<file path="src/rtl/instr_encoder_if.sv">
// ---------------------------------------------------------------------------
// instr_encoder_if
// Groups the streaming signals of the RV32I instruction encoder.
//   Input side : clr, in_valid/in_ready, opcode, rd, rs1, rs2, funct3,
//                funct7, imm (XLEN bits, signed, unpacked).
//   Output side: out_valid/out_ready, out_instr (32), out_addr (ADDR_W),
//                err_valid, err_code (2), word_count (16).
// Modports:
//   slave  - the encoder's view (consumes fields, produces words).
//   master - the view of whoever drives fields and consumes words.
// ---------------------------------------------------------------------------
interface instr_encoder_if #(
    parameter int XLEN   = 32,
    parameter int ADDR_W = 32
);
    logic              clr;
    logic              in_valid;
    logic              in_ready;
    logic [6:0]        opcode;
    logic [4:0]        rd;
    logic [4:0]        rs1;
    logic [4:0]        rs2;
    logic [2:0]        funct3;
    logic [6:0]        funct7;
    logic [XLEN-1:0]   imm;
    logic              out_valid;
    logic              out_ready;
    logic [31:0]       out_instr;
    logic [ADDR_W-1:0] out_addr;
    logic              err_valid;
    logic [1:0]        err_code;
    logic [15:0]       word_count;

    modport slave (
        input  clr, in_valid, opcode, rd, rs1, rs2, funct3, funct7, imm,
        input  out_ready,
        output in_ready, out_valid, out_instr, out_addr,
        output err_valid, err_code, word_count
    );

    modport master (
        output clr, in_valid, opcode, rd, rs1, rs2, funct3, funct7, imm,
        output out_ready,
        input  in_ready, out_valid, out_instr, out_addr,
        input  err_valid, err_code, word_count
    );
endinterface

</file>
<file path="src/rtl/instr_encoder.sv">
// ---------------------------------------------------------------------------
// instr_encoder
// Streaming RV32I instruction encoder (inverse of an immediate generator).
// Decoded fields are captured into S1, where the format is decoded, the
// immediate is range checked and the word is packed. Legal words move into
// the S2 output register together with a sequential write address; illegal
// entries are dropped and reported through err_valid/err_code.
// Ports:
//   clk   - rising-edge clock
//   rstn  - asynchronous active-low reset
//   bus   - instr_encoder_if.slave (fields in, words/address/errors out)
// A field set presented with in_valid & in_ready in cycle N appears with
// out_valid in cycle N+2 when out_ready is not holding the pipe.
// ---------------------------------------------------------------------------
module instr_encoder #(
    parameter int                XLEN      = 32,
    parameter int                ADDR_W    = 32,
    parameter logic [ADDR_W-1:0] BASE_ADDR = '0
) (
    input  logic           clk,
    input  logic           rstn,
    instr_encoder_if.slave bus
);

    typedef enum logic [2:0] {
        FMT_R,
        FMT_I,
        FMT_S,
        FMT_B,
        FMT_U,
        FMT_J,
        FMT_NONE
    } fmt_t;

    localparam logic [1:0] ERR_NONE  = 2'd0;
    localparam logic [1:0] ERR_RANGE = 2'd1;
    localparam logic [1:0] ERR_ALIGN = 2'd2;
    localparam logic [1:0] ERR_OPC   = 2'd3;

    // Ready gate: low during reset and until the first clock after release.
    logic              run_q;

    // S1: raw fields of the entry being decoded.
    logic              s1_full;
    logic [6:0]        s1_opcode;
    logic [4:0]        s1_rd;
    logic [4:0]        s1_rs1;
    logic [4:0]        s1_rs2;
    logic [2:0]        s1_funct3;
    logic [6:0]        s1_funct7;
    logic [XLEN-1:0]   s1_imm;

    fmt_t              s1_fmt;
    logic [1:0]        s1_err;
    logic [31:0]       s1_word;

    // S2 and status registers.
    logic              out_valid_q;
    logic [31:0]       out_instr_q;
    logic [ADDR_W-1:0] out_addr_q;
    logic              err_valid_q;
    logic [1:0]        err_code_q;
    logic [15:0]       word_count_q;

    logic              s2_loads;
    logic              in_ready_c;
    logic              accept;
    logic              handshake;
    logic              s1_good;
    logic              s1_bad;

    // True when every bit above 'top' is a copy of bit 'top', i.e. the value
    // is the sign extension of v[top:0].
    function automatic logic fits_signed(input logic [XLEN-1:0] v, input int top);
        logic ok;
        ok = 1'b1;
        for (int i = 0; i < XLEN; i++) begin
            if (i > top && v[i] != v[top]) begin
                ok = 1'b0;
            end
        end
        return ok;
    endfunction

    assign s2_loads   = !out_valid_q || bus.out_ready;
    assign in_ready_c = run_q && !bus.clr && (!s1_full || s2_loads);
    assign accept     = bus.in_valid && in_ready_c;
    assign handshake  = out_valid_q && bus.out_ready;
    assign s1_good    = s1_full && (s1_err == ERR_NONE);
    assign s1_bad     = s1_full && (s1_err != ERR_NONE);

    // Opcode to instruction format.
    always_comb begin
        s1_fmt = FMT_NONE;
        case (s1_opcode)
            7'b0110011:                         s1_fmt = FMT_R;
            7'b0010011, 7'b0000011, 7'b1100111: s1_fmt = FMT_I;
            7'b0100011:                         s1_fmt = FMT_S;
            7'b1100011:                         s1_fmt = FMT_B;
            7'b0110111, 7'b0010111:             s1_fmt = FMT_U;
            7'b1101111:                         s1_fmt = FMT_J;
            default:                            s1_fmt = FMT_NONE;
        endcase
    end

    // Range check and bit scatter. For B/J the alignment check takes
    // priority over the range check. I-type shifts need no special case:
    // imm[11:5] carries the funct7-like bits straight through.
    always_comb begin
        s1_err  = ERR_NONE;
        s1_word = '0;
        case (s1_fmt)
            FMT_R: begin
                s1_word = {s1_funct7, s1_rs2, s1_rs1, s1_funct3, s1_rd, s1_opcode};
            end
            FMT_I: begin
                if (!fits_signed(s1_imm, 11)) begin
                    s1_err = ERR_RANGE;
                end
                s1_word = {s1_imm[11:0], s1_rs1, s1_funct3, s1_rd, s1_opcode};
            end
            FMT_S: begin
                if (!fits_signed(s1_imm, 11)) begin
                    s1_err = ERR_RANGE;
                end
                s1_word = {s1_imm[11:5], s1_rs2, s1_rs1, s1_funct3,
                           s1_imm[4:0], s1_opcode};
            end
            FMT_B: begin
                if (s1_imm[0]) begin
                    s1_err = ERR_ALIGN;
                end else if (!fits_signed(s1_imm, 12)) begin
                    s1_err = ERR_RANGE;
                end
                s1_word = {s1_imm[12], s1_imm[10:5], s1_rs2, s1_rs1, s1_funct3,
                           s1_imm[4:1], s1_imm[11], s1_opcode};
            end
            FMT_U: begin
                if (|s1_imm[11:0]) begin
                    s1_err = ERR_RANGE;
                end
                s1_word = {s1_imm[31:12], s1_rd, s1_opcode};
            end
            FMT_J: begin
                if (s1_imm[0]) begin
                    s1_err = ERR_ALIGN;
                end else if (!fits_signed(s1_imm, 20)) begin
                    s1_err = ERR_RANGE;
                end
                s1_word = {s1_imm[20], s1_imm[10:1], s1_imm[11], s1_imm[19:12],
                           s1_rd, s1_opcode};
            end
            default: begin
                s1_err = ERR_OPC;
            end
        endcase
    end

    // in_ready stays low until the first clock edge after reset release.
    always_ff @(posedge clk or negedge rstn) begin
        if (!rstn) begin
            run_q <= 1'b0;
        end else begin
            run_q <= 1'b1;
        end
    end

    // S1 capture. An accept can only happen when S1 is empty or leaving,
    // so a new capture always replaces an entry that has moved on.
    always_ff @(posedge clk or negedge rstn) begin
        if (!rstn) begin
            s1_full   <= 1'b0;
            s1_opcode <= '0;
            s1_rd     <= '0;
            s1_rs1    <= '0;
            s1_rs2    <= '0;
            s1_funct3 <= '0;
            s1_funct7 <= '0;
            s1_imm    <= '0;
        end else if (bus.clr) begin
            s1_full <= 1'b0;
        end else if (accept) begin
            s1_full   <= 1'b1;
            s1_opcode <= bus.opcode;
            s1_rd     <= bus.rd;
            s1_rs1    <= bus.rs1;
            s1_rs2    <= bus.rs2;
            s1_funct3 <= bus.funct3;
            s1_funct7 <= bus.funct7;
            s1_imm    <= bus.imm;
        end else if (s2_loads) begin
            s1_full <= 1'b0;
        end
    end

    // S2 output register. out_instr only changes when a legal word lands,
    // so it is stable while the consumer stalls.
    always_ff @(posedge clk or negedge rstn) begin
        if (!rstn) begin
            out_valid_q <= 1'b0;
            out_instr_q <= '0;
        end else if (bus.clr) begin
            out_valid_q <= 1'b0;
        end else if (s2_loads) begin
            out_valid_q <= s1_good;
            if (s1_good) begin
                out_instr_q <= s1_word;
            end
        end
    end

    // Error reporting: a rejected entry is dropped as S1 advances and
    // raises a one-cycle pulse; the code is held until the next rejection.
    always_ff @(posedge clk or negedge rstn) begin
        if (!rstn) begin
            err_valid_q <= 1'b0;
            err_code_q  <= '0;
        end else if (bus.clr) begin
            err_valid_q <= 1'b0;
        end else begin
            err_valid_q <= s2_loads && s1_bad;
            if (s2_loads && s1_bad) begin
                err_code_q <= s1_err;
            end
        end
    end

    // Write address and delivered-word count follow the output handshake;
    // both wrap naturally at their register widths.
    always_ff @(posedge clk or negedge rstn) begin
        if (!rstn) begin
            out_addr_q   <= BASE_ADDR;
            word_count_q <= '0;
        end else if (bus.clr) begin
            out_addr_q   <= BASE_ADDR;
            word_count_q <= '0;
        end else if (handshake) begin
            out_addr_q   <= out_addr_q + ADDR_W'(4);
            word_count_q <= word_count_q + 16'd1;
        end
    end

    assign bus.in_ready   = in_ready_c;
    assign bus.out_valid  = out_valid_q;
    assign bus.out_instr  = out_instr_q;
    assign bus.out_addr   = out_addr_q;
    assign bus.err_valid  = err_valid_q;
    assign bus.err_code   = err_code_q;
    assign bus.word_count = word_count_q;

endmodule

</file>
<file path="src/flat_wrapper.sv">
// flat-port wrapper written by rule: the top's interface ports become plain ports
module instr_encoder_flat 
#(
    parameter int                XLEN      = 32,
    parameter int                ADDR_W    = 32,
    parameter logic [ADDR_W-1:0] BASE_ADDR = '0
)
  (clk, rstn, bus_clr, bus_in_valid, bus_opcode, bus_rd, bus_rs1, bus_rs2, bus_funct3, bus_funct7, bus_imm, bus_out_ready, bus_in_ready, bus_out_valid, bus_out_instr, bus_out_addr, bus_err_valid, bus_err_code, bus_word_count);
  instr_encoder_if #(.XLEN(XLEN), .ADDR_W(ADDR_W)) bus_i ();
  input  logic clk;
  input  logic rstn;
  input wire logic [$bits(bus_i.clr)-1:0] bus_clr;
  input wire logic [$bits(bus_i.in_valid)-1:0] bus_in_valid;
  input wire logic [$bits(bus_i.opcode)-1:0] bus_opcode;
  input wire logic [$bits(bus_i.rd)-1:0] bus_rd;
  input wire logic [$bits(bus_i.rs1)-1:0] bus_rs1;
  input wire logic [$bits(bus_i.rs2)-1:0] bus_rs2;
  input wire logic [$bits(bus_i.funct3)-1:0] bus_funct3;
  input wire logic [$bits(bus_i.funct7)-1:0] bus_funct7;
  input wire logic [$bits(bus_i.imm)-1:0] bus_imm;
  input wire logic [$bits(bus_i.out_ready)-1:0] bus_out_ready;
  output wire logic [$bits(bus_i.in_ready)-1:0] bus_in_ready;
  output wire logic [$bits(bus_i.out_valid)-1:0] bus_out_valid;
  output wire logic [$bits(bus_i.out_instr)-1:0] bus_out_instr;
  output wire logic [$bits(bus_i.out_addr)-1:0] bus_out_addr;
  output wire logic [$bits(bus_i.err_valid)-1:0] bus_err_valid;
  output wire logic [$bits(bus_i.err_code)-1:0] bus_err_code;
  output wire logic [$bits(bus_i.word_count)-1:0] bus_word_count;
  assign bus_i.clr = bus_clr;
  assign bus_i.in_valid = bus_in_valid;
  assign bus_i.opcode = bus_opcode;
  assign bus_i.rd = bus_rd;
  assign bus_i.rs1 = bus_rs1;
  assign bus_i.rs2 = bus_rs2;
  assign bus_i.funct3 = bus_funct3;
  assign bus_i.funct7 = bus_funct7;
  assign bus_i.imm = bus_imm;
  assign bus_i.out_ready = bus_out_ready;
  assign bus_in_ready = bus_i.in_ready;
  assign bus_out_valid = bus_i.out_valid;
  assign bus_out_instr = bus_i.out_instr;
  assign bus_out_addr = bus_i.out_addr;
  assign bus_err_valid = bus_i.err_valid;
  assign bus_err_code = bus_i.err_code;
  assign bus_word_count = bus_i.word_count;
  instr_encoder #(.XLEN(XLEN), .ADDR_W(ADDR_W), .BASE_ADDR(BASE_ADDR)) u_core (.clk(clk), .rstn(rstn), .bus(bus_i));
endmodule
</file>
<file path="config.mk">
export PLATFORM = sky130hd
export DESIGN_NAME = instr_encoder_flat
export DESIGN_NICKNAME = d
export VERILOG_FILES = /design/src/rtl/instr_encoder_if.sv /design/src/rtl/instr_encoder.sv /design/src/flat_wrapper.sv
export SDC_FILE = /design/constraint.sdc
export NUM_CORES = 1
export LEC_CHECK = 0
export CAP_MARGIN = 30
export CORE_MARGIN = 4
export CORE_UTILIZATION = 51
export CTS_CLUSTER_SIZE = 10
export DETAILED_ROUTE_END_ITERATION = 8
export PLACE_DENSITY = 0.84
export SETUP_SLACK_MARGIN = 0.02
export SYNTH_ARGS = -nofsm -noshare
export SYNTH_HDL_FRONTEND = slang
export SYNTH_SLANG_ARGS = --single-unit
</file>
<file path="constraint.sdc">
create_clock -name clk -period 3.7 [get_ports clk]
set_clock_uncertainty 0.1 [all_clocks]
set_input_delay 0.74 -clock clk [delete_from_list [all_inputs] [get_ports clk]]
set_output_delay 0.74 -clock clk [all_outputs]
set_load 0.02 [all_outputs]
</file>
==> summary.md, run 1 <==
| Metric | Value |
|---|---|
| Status | finished, final reports clean |
| Post-synthesis xor/xnor area fraction | under 10% |
| Pwr dens | 450.0 mW/mm^2 |
| TritonCTS clock tree | built |
| Starting Density | 52.21% |
| Die Ht | 124.4 um |
| GRT Max-Usage Layer | met2 |
| Period utilization | 92.60% |
| Number of diodes | 0 |
| H-tree levels | 4 |
| First-pass GRT wire length | approximately 30 mm |
| DP Area | 0.008748 mm^2 |
| Worst endpoint required time | around 4000 ps |
| Design area | approximately 0.0094 mm^2 |
| Quantity of I/O buffers inserted on ports | approximately 150 |
| R2r worst-path depth | 14 |
| Slowest stage delay, CP | approximately 460 ps |
| Clock root buffer | clkbuf_16 |
| CP Class | reg -> reg |
| Clock-pin slew of the registers on the worst-case setup and hold paths | 60 ps |
| Post-synth cell types | 58 |
| GR Util All Layers | 23.87% |
| Clock Latency Late Sink | approximately 420 ps |
| Placed Instances | 939 |
| Total Wirelength | 18.08 mm |
| Main synth FF type | dfrtp_1 |
| Core area | 0.01324 mm^2 |
| Seq/Total Area, Yosys | 53.56% |
| FF-to-FF setup slack | roughly 270 ps |
| Worst reg2reg endpoint | u_core.bus.out_instr[27]$_DFFE_PN0P_ |
| Data arrival time of the worst path | 3630 ps |
| Vias in the first global route | 5972 |
| Die width | 124.4 um |
| Total die area | 0.01548 mm^2 |
| Via/cell ratio | slightly below 6 |
| Most frequent cells in the layout | 150 x clkdlybuf4s50_1, 148 x dfrtp_1, 74 x nor2_1 |
| Num ports | 154 |
| Comb pwr share | a little over an eighth |
| DR DRC count | 0 |
| P_int | 3138 uW |
| Switching Power | ~1100 uW |
| DP Wirelength | 13.13 mm |
| Grt met1 use | 29.71% |
| Pleak | 0.003929 uW |
| Seq cells post-synth | 148 |
| Post-Synth Simple-Gate Area | roughly 15% |
| Relative max-transition margin | 46.34% |
| Largest family of logic cells by synthesized area | multiplexers |
| Hold Fails Final Rpt | 0 |
| Clk sinks | 148 |
| Crit path cell chain | nand3b_1 > nor3_2 > inv_1 > ha_1 > o21ai_0 > o22ai_2 > o32ai_1 > nor3_1 > nor2_1 > nor3_4 > buf_12 > buf_4 > buf_8 > mux2_1 |
| Gr ovfl total | 0 |
| # rows | 42 |
| Sequential Area | roughly 0.0037 mm^2 |
| Met3 GRT Util | 6.089% |
| Nets | between 800 and 900 |
| Post-synth ARST share | 100.0% |
| Unrepaired setup endpoints after global routing | no |
| Syn Inst Count | approximately 610 |
| Crit-path max FO | 10 |
| Number of DRC markers in iteration 0 | 539 |
| Fmax | about 290 MHz |
| Clock share of power | around two fifths |
| Share of cells above drive strength 1 | 17.29% |
| Final cell count without fillers | 974 |
| Post-layout min period | 3426 ps |
| # fillers | ~930 |
| Setup violations, final | 0 |
| Peak VDD IR | 0.0003494 V |
| Mux cell area share after synthesis | between 10% and 20% |
| Area of the multi-input gates | 0.003037 mm^2 |
| Sw frac | between 20 and 30% |
| Routed length per instance | 18.56 um |
| Post-route ant nets | 0 |
| Post-Synth Adder-Cell Area | 0.7239% |
| EDFF count, synth | 0 |
| Mapped Area | 0.006914 mm^2 |
| Pin count of the biggest net entering global routing | 86 |
| Vias | around 5600 |
| Clk buf depth | 2 |
| Warnings from Yosys | 0 |
| Met2 Usage GRT | 39.60% |
| Number of CTS-inserted buffers | 17 |
| Area delta synth->final | 35.76% |
| Hold buffer count at cts | 0 |
| RR Startpoint | u_core.s1_opcode[3]$_DFFE_PN0P_ |
| PostCTS Resize Cnt | 0 |
| Total of max-cap violations | 0 |
| Commonest non-fill, non-tap cell in the layout | clkdlybuf4s50_1 |
| Setup crit start kind | flip-flop |
| Crit-path slowest cell | dfrtp_1 |
| Avg Cell Area, Syn | 11.32 um^2 |
| Nature of the critical path endpoint | flip-flop |
| Total Neg Setup Slack | 0 ps |
| Utilization after layout | between 70% and 80% |
| Gpl congestion | 0.8548 |
| Drt pass-1 iters | 6 |
| Slew Viols, Final | 0 |
| Sequential power share | 45.6% |
| Hold Crit Class | in -> async |
| Tightest Pin Transition | ~800 ps |
| Area fraction in compound gates after synthesis | 7.510% |
| Initial antenna violation count | 0 |
==> final cells by class <==
class                      instances  area share (%)
inverter                          12          0.4799
tap                              176           2.346
sequential                       148           39.46
clock buffer                      18           4.679
multi-input combinational        424           32.35
timing repair buffer             183           19.02
clock inverter                    13           1.666
==> power groups by stage <==
stage,clock network [uW],logic (uW),registers [uW]
after floorplan,0,303,1900
after global placement,0,537,1930
after detailed placement,0,563,1940
after CTS,1760,567,1920
after global routing,1840,618,1940
final,1730,569,1920
==> critical path, delay by kind of cell, from the launching register on <==
kind / cells / cell delay (ps)
buf+inv: 4 / 540
simple gates: 5 / 1000
fa+ha+maj: 1 / 230
mux: 1 / 320
compound gates: 3 / 640
flops: 1 / 460
==> what timing repair did <==
item | in CTS | in global routing
endpoints found under the hold margin | 0 | 0
setup endpoints to repair | 0 | 13
buffers inserted | 0 | 4
==> sequential cells by signal (all words and copies together) (netlist names) <==
| register | count |
|---|---|
| u_core.run_q | 1 |
| u_core.s1_funct3 | 3 |
| u_core.s1_rs2 | 5 |
| u_core.s1_full | 1 |
| u_core.bus.out_valid | 1 |
| u_core.bus.err_valid | 1 |
| u_core.bus.out_addr | 30 |
| u_core.bus.out_instr | 32 |
| u_core.s1_imm | 32 |
| u_core.bus.word_count | 16 |
| u_core.s1_opcode | 7 |
| u_core.s1_rd | 5 |
| u_core.bus.err_code | 2 |
| u_core.s1_rs1 | 5 |
| u_core.s1_funct7 | 7 |
==> stage by stage <==
step | hold slack, ps | setup slack, ps | power (uW)
6_report | 254.5 | 273.9 | 4224
5_1_grt | 325.4 | 85.35 | 4393
4_1_cts | 298.7 | 183.8 | 4243
3_5_place_dp | 370.6 | 226.7 | 2507
3_3_place_gp | 368.8 | 82.04 | 2466
2_1_floorplan | 344.4 | 561.0 | 2207
==> worst max-delay path by stage <==
stage	end	from	depth (start not counted)	slack, ps
2_1_floorplan	u_core.bus.out_instr[27]$_DFFE_PN0P_	u_core.s1_opcode[6]$_DFFE_PN0P_	12	560
3_3_place_gp	u_core.bus.out_instr[20]$_DFFE_PN0P_	u_core.s1_opcode[4]$_DFFE_PN0P_	11	80
3_5_place_dp	u_core.bus.out_instr[23]$_DFFE_PN0P_	u_core.s1_opcode[4]$_DFFE_PN0P_	11	230
4_1_cts	u_core.bus.out_instr[20]$_DFFE_PN0P_	u_core.s1_opcode[4]$_DFFE_PN0P_	11	180
5_1_grt	u_core.bus.out_instr[28]$_DFFE_PN0P_	u_core.s1_opcode[3]$_DFFE_PN0P_	14	90
6_report	u_core.bus.out_instr[27]$_DFFE_PN0P_	u_core.s1_opcode[3]$_DFFE_PN0P_	14	270
==> cells in the mapped netlist, types with 14 or more instances <==
cell	number	area share (%)
nor2_1	74	4.0
o21ai_0	14	1.0
nand4_1	14	1.3
clkbuf_1	18	0.98
xor2_1	28	3.5
nand2_1	40	2.2
dfrtp_1	148	54
a21oi_1	16	1.2
mux2_1	26	4.2
nand3_1	18	1.3
mux2_2	64	10
==> cell families after synthesis <==
group | after synthesis
fa+ha+maj | 4
buf+inv | 40
simple gates | 209
compound gates | 73
other cells | 2
xor+xnor | 36
mux | 99
flops | 148
==> per-layer routing <==
layer / up-vias / part of all wire [%]
met1: 2770 / 41
met2: 277 / 50
li1: 2529 / -
met4: 0 / 2.9
met3: 48 / 6.6
met5: - / 0
Note: power is estimated with default switching activity, not from simulation.
==> run 2: changes to the inputs <==
--- a/config.mk
+++ b/config.mk
@@ -10,7 +10,8 @@
 export CORE_UTILIZATION = 51
 export CTS_CLUSTER_SIZE = 10
 export DETAILED_ROUTE_END_ITERATION = 8
-export PLACE_DENSITY = 0.84
+export PLACE_DENSITY = 0.78
+export REMOVE_ABC_BUFFERS = 1
 export SETUP_SLACK_MARGIN = 0.02
 export SYNTH_ARGS = -nofsm -noshare
 export SYNTH_HDL_FRONTEND = slang
==> summary.md, run 2 (synthesis results as in run 1) <==
| Metric | Value |
|---|---|
| Slowest stage delay, CP | 450 ps (about the same) |
| Starting Density | 52.21% (unchanged) |
| Period utilization | 87.66% (-4.9 points) |
| GR Util All Layers | 22.87% (-0.99 points) |
| # rows | 42 (unchanged) |
| Worst Path Buf+Inv | 2 (-2) |
| Number of CTS-inserted buffers | 17 (unchanged) |
| Number of diodes | 0 (unchanged) |
| Quantity of I/O buffers inserted on ports | 151 (unchanged) |
| PostCTS Resize Cnt | 0 (unchanged) |
| DP Area | 0.008693 mm^2 (-0.63%) |
| Placed Instances | 930 (-0.96%) |
| Total of max-cap violations | 0 (unchanged) |
| Post-route ant nets | 0 (unchanged) |
| Tightest Pin Transition | 736.5 ps (-65.47 ps) |
| Utilization after layout | 70.46% (-0.42 points) |
| Initial antenna violation count | 0 (unchanged) |
| H-tree levels | 4 (unchanged) |
| Share of cells above drive strength 1 | 15.99% (-1.3 points) |
| Setup crit start kind | flip-flop |
| Sequential Area | 0.003704 mm^2 (unchanged) |
| Num ports | 154 (unchanged) |
| Setup violations, final | 0 (unchanged) |
| Post-CTS setup buffer count | 2 (+2) |
| Hold buffer count at cts | 0 (unchanged) |
| Nature of the critical path endpoint | flip-flop |
| Total die area | 0.01548 mm^2 (unchanged) |
| TritonCTS clock tree | built |
| Relative max-transition margin | 50.72% (+4.4 points) |
| Clock-pin slew of the registers on the worst-case setup and hold paths | 60 ps (about the same) |
| Data arrival time of the worst path | 3440 ps (-190 ps) |
| Clk buf depth | 2 (unchanged) |
| Die Ht | 124.4 um (unchanged) |
| Unrepaired setup endpoints after global routing | no |
| Routed length per instance | 18.04 um (-2.8%) |
| Pleak | 0.003892 uW (-0.95%) |
| Drt pass-1 iters | 5 (-1) |
| Vias | 5502 (-2.2%) |
| Worst endpoint required time | 3900 ps (about the same) |
| Clk sinks | 148 (unchanged) |
| Slew Viols, Final | 0 (unchanged) |
| Crit path cell chain | and4b_1 > o2111ai_2 > ha_1 > inv_1 > o22ai_2 > o32ai_1 > nor3_1 > nor2_1 > nor3_4 > buf_4 > mux2_1 |
| DR DRC count | 0 (unchanged) |
| Crit-path max FO | 16 (+6) |
| Number of DRC markers in iteration 0 | 400 (-26%) |
| DP Wirelength | 12.39 mm (-5.6%) |
| Commonest non-fill, non-tap cell in the layout | clkdlybuf4s50_1 |
| Gpl congestion | 0.9860 (+15%) |
| Total Wirelength | 17.39 mm (-3.8%) |
| Crit-path slowest cell | dfrtp_1 |
| Area of the multi-input gates | 0.003037 mm^2 (unchanged) |
| Design area | 0.009331 mm^2 (-0.59%) |
| Crit-path leading delay family | simple AND/OR/NAND/NOR gates |
| Fmax | 308.3 MHz (+5.6%) |
| Most frequent cells in the layout | 150 x clkdlybuf4s50_1, 148 x dfrtp_1, 74 x nor2_1 |
| Nets | 848 (-1.3%) |
| Hold Crit Class | in -> async |
| Post-layout min period | 3244 ps (-182.5 ps) |
| First-pass GRT wire length | 29.08 mm (-2.9%) |
| # fillers | 954 (+3.0%) |
| Vias in the first global route | 5893 (-1.3%) |
| Status | finished, final reports clean |
| Gr ovfl total | 0 (unchanged) |
| Clock root buffer | clkbuf_16 |
| Pin count of the biggest net entering global routing | 71 (-17%) |
| Core area | 0.01324 mm^2 (unchanged) |
| Die width | 124.4 um (unchanged) |
| Pwr dens | 455.0 mW/mm^2 (+1.1%) |
| CP Class | reg -> reg |
| Hold Fails Final Rpt | 0 (unchanged) |
| Area delta synth->final | 34.96% |
| Via/cell ratio | 5.707 (-1.2%) |
| Peak VDD IR | 0.0003379 V (-3.3%) |
| Final cell count without fillers | 964 (-1.0%) |
| Clock Latency Late Sink | 420 ps (about the same) |
-- run 2: final timing paths --
kind                                                    start                                   end  slack, ps  cells after the start
setup / recovery              u_core.s1_opcode[3]$_DFFE_PN0P_  u_core.bus.out_instr[16]$_DFFE_PN0P_        460                     11
hold / removal                                           rstn  u_core.bus.word_count[6]$_DFFE_PN0N_        160                      1
setup reg to reg              u_core.s1_opcode[3]$_DFFE_PN0P_  u_core.bus.out_instr[16]$_DFFE_PN0P_        460                     11
hold reg to reg            u_core.bus.err_code[1]$_DFFE_PN0P_    u_core.bus.err_code[1]$_DFFE_PN0P_        390                      1
max in group asynchronous                                rstn          u_core.s1_imm[1]$_DFFE_PN0P_       2370                      3
min in group clk           u_core.bus.err_code[1]$_DFFE_PN0P_    u_core.bus.err_code[1]$_DFFE_PN0P_        390                      1
-- run 2: cell type report --
class,instances,area share (%)
sequential,148,39.69
multi-input combinational,424,32.54
timing repair buffer,172,18.25
clock buffer,24,5.377
tap,176,2.360
clock inverter,8,1.301
inverter,12,0.4827
-- run 2: report_power, final --
part	total (uW)	leakage, uW	internal [uW]	switching [uW]
Combinational	545	0.00167	286	258
Sequential	1910	0.00192	1770	143
Clock	1790	0.000306	1150	641
-- run 2: metrics by stage --
stage               power [uW]  hold slack (ps)  setup TNS [ps]  worst slack [ps]
finish                    4246            162.5               0             456.4
CTS                       4270            168.4               0             463.9
global route              4402            192.9               0             232.0
global placement          2448            365.3               0             55.81
floorplan                 2189            344.4               0             124.5
detailed placement        2480            372.6           -1687            -127.6
-- run 2: per-layer routing --
layer / part of all wire (%) / vias up / GRT usage [%]
met3: 5.7 / 32 / 5.875
met5: 0 / - / 0
met1: 42 / 2745 / 28.94
met4: 2.0 / 0 / 8.511
met2: 50 / 211 / 37.98
li1: - / 2514 / -
==> run 3: changes to the inputs <==
--- a/config.mk
+++ b/config.mk
@@ -11,7 +11,6 @@
 export CTS_CLUSTER_SIZE = 10
 export DETAILED_ROUTE_END_ITERATION = 8
 export PLACE_DENSITY = 0.78
-export REMOVE_ABC_BUFFERS = 1
 export SETUP_SLACK_MARGIN = 0.02
 export SYNTH_ARGS = -nofsm -noshare
 export SYNTH_HDL_FRONTEND = slang
==> summary.md, run 3 (synthesis results as in run 1) <==
| Metric | Value |
|---|---|
| Post-route ant nets | 0 (unchanged) |
| Placed Instances | 921 (-0.97%) |
| H-tree levels | 4 (unchanged) |
| Initial antenna violation count | 0 (unchanged) |
| Clk sinks | 148 (unchanged) |
| FF-to-FF setup slack | 290 ps (-170 ps) |
| Crit-path leading delay family | simple AND/OR/NAND/NOR gates |
| TritonCTS clock tree | built |
| Die Ht | 124.4 um (unchanged) |
| Most frequent cells in the layout | 150 x clkdlybuf4s50_1, 148 x dfrtp_1, 74 x nor2_1 |
| Endpoint of the worst setup timing path | u_core.bus.out_instr[10]$_DFFE_PN0P_ |
| Hold Fails Final Rpt | 0 (unchanged) |
| Peak VDD IR | 0.0003595 V (+6.4%) |
| Post-layout min period | 3414 ps (+170.7 ps) |
| Hold Crit Class | in -> async |
| Relative max-transition margin | 45.64% (-5.1 points) |
| Unrepaired setup endpoints after global routing | yes |
| Starting Density | 52.21% (unchanged) |
| Vias | 5339 (-3.0%) |
| Number of diodes | 0 (unchanged) |
| Status | finished, final reports clean |
| Data arrival time of the worst path | 3620 ps (+180 ps) |
| Nets | 837 (-1.3%) |
| Period utilization | 92.28% (+4.6 points) |
| Slew Viols, Final | 0 (unchanged) |
| Drt pass-1 iters | 5 (unchanged) |
| Die width | 124.4 um (unchanged) |
| GR Util All Layers | 22.74% (-0.13 points) |
| Setup violations, final | 0 (unchanged) |
| Design area | 0.009209 mm^2 (-1.3%) |
| Area delta synth->final | 33.19% |
| First-pass GRT wire length | 28.72 mm (-1.2%) |
| Slowest stage delay, CP | 560 ps (+110 ps) |
| Worst reg2reg endpoint | u_core.bus.out_instr[10]$_DFFE_PN0P_ |
| Num ports | 154 (unchanged) |
| Pleak | 0.003792 uW (-2.6%) |
| Clock root buffer | clkbuf_16 |
| Crit path cell chain | nand2b_1 > nor3_2 > inv_1 > ha_1 > inv_1 > o22ai_2 > nor3b_2 > a32oi_1 > o211ai_2 > nor3_4 > buf_4 > mux2_1 |
| DP Area | 0.008631 mm^2 (-0.72%) |
| RR Startpoint | u_core.s1_opcode[5]$_DFFE_PN0P_ |
| Routed length per instance | 18.06 um (+0.11%) |
| Crit-path slowest cell | dfrtp_1 |
| Total of max-cap violations | 0 (unchanged) |
| DR DRC count | 0 (unchanged) |
| PostCTS Resize Cnt | 0 (unchanged) |
| DP Wirelength | 12.27 mm (-1.0%) |
| Pwr dens | 447.6 mW/mm^2 (-1.6%) |
| Via/cell ratio | 5.602 (-1.8%) |
| Cell depth of the worst setup path | 12 (+1) |
| Worst endpoint required time | 3900 ps (about the same) |
| Gpl congestion | 0.8982 (-8.9%) |
| Nature of the critical path endpoint | flip-flop |
| Crit path from | u_core.s1_opcode[5]$_DFFE_PN0P_ |
| Clock-pin slew of the registers on the worst-case setup and hold paths | 60 ps (about the same) |
| Total die area | 0.01548 mm^2 (unchanged) |
| # rows | 42 (unchanged) |
| Share of cells above drive strength 1 | 15.06% (-0.93 points) |
| Total Wirelength | 17.21 mm (-1.0%) |
| Hold buffer count at cts | 0 (unchanged) |
| Clk buf depth | 2 (unchanged) |
| Number of CTS-inserted buffers | 17 (unchanged) |
| CP Class | reg -> reg |
| R2r worst-path depth | 12 (+1) |
| Gr ovfl total | 0 (unchanged) |
| Pin count of the biggest net entering global routing | 80 (+13%) |
| Quantity of I/O buffers inserted on ports | 151 (unchanged) |
| Clock Latency Late Sink | 430 ps (about the same) |
| Core area | 0.01324 mm^2 (unchanged) |
| Setup crit start kind | flip-flop |
| Crit-path max FO | 20 (+4) |
| Number of DRC markers in iteration 0 | 470 (+18%) |
| Commonest non-fill, non-tap cell in the layout | clkdlybuf4s50_1 |
| CP most frequent cell | inv_1 |
| Vias in the first global route | 5682 (-3.6%) |
| Worst Path Buf+Inv | 3 (+1) |
| Post-CTS setup buffer count | 0 (-2) |
| Fmax | 292.9 MHz (-5.0%) |
| Tightest Pin Transition | 812.4 ps (+75.88 ps) |
| Final cell count without fillers | 953 (-1.1%) |
## run 3: layout make-up
cell class	count	area (um^2)
Clock buffer	19	452.9
Clock inverter	13	125.1
Fill cell	985	4034
Inverter	12	45.04
Multi-Input combinational cell	424	3037
Sequential cell	148	3704
Tap cell	176	220.2
Timing Repair Buffer	161	1625
## run 3: worst min path at each step
stage	slack, ps	from	end	depth (start not counted)
final	210	rstn	u_core.bus.word_count[13]$_DFFE_PN0N_	1
after detailed placement	380	u_core.bus.err_code[1]$_DFFE_PN0P_	u_core.bus.err_code[1]$_DFFE_PN0P_	1
after floorplan	340	rstn	u_core.bus.err_code[0]$_DFFE_PN0P_	0
after global placement	370	u_core.bus.err_code[1]$_DFFE_PN0P_	u_core.bus.err_code[1]$_DFFE_PN0P_	1
after CTS	240	rstn	u_core.bus.word_count[13]$_DFFE_PN0N_	1
after global routing	260	rstn	u_core.bus.word_count[13]$_DFFE_PN0N_	1
## run 3: power breakdown
part / internal, uW / switching (uW)
clock: 968 / 706
combinational: 272 / 241
sequential: 1770 / 167
total: 3010 / 1110
## run 3: metrics by stage
| stage | setup TNS (ps) | power [uW] | setup slack [ps] | utilization [%] | hold WS (ps) |
|---|---|---|---|---|---|
| floorplan | 0 | 2207 | 561.0 | - | 344.4 |
| global placement | 0 | 2447 | 449.6 | 65.17 | 365.1 |
| detailed placement | 0 | 2471 | 330.4 | 65.17 | 380.7 |
| CTS | 0 | 4141 | 298.9 | 69.54 | 242.5 |
| global route | -13.44 | 4277 | -6.558 | 69.54 | 262.5 |
| finish | 0 | 4122 | 285.7 | 69.54 | 205.8 |
## run 3: metal layers
metal	GRT usage [%]	wire length, um	up-vias
li1	-	-	2488
met1	29.88	7552	2625
met2	37.34	8342	199
met3	5.489	1026	27
met4	7.286	285	0
met5	0	0	-
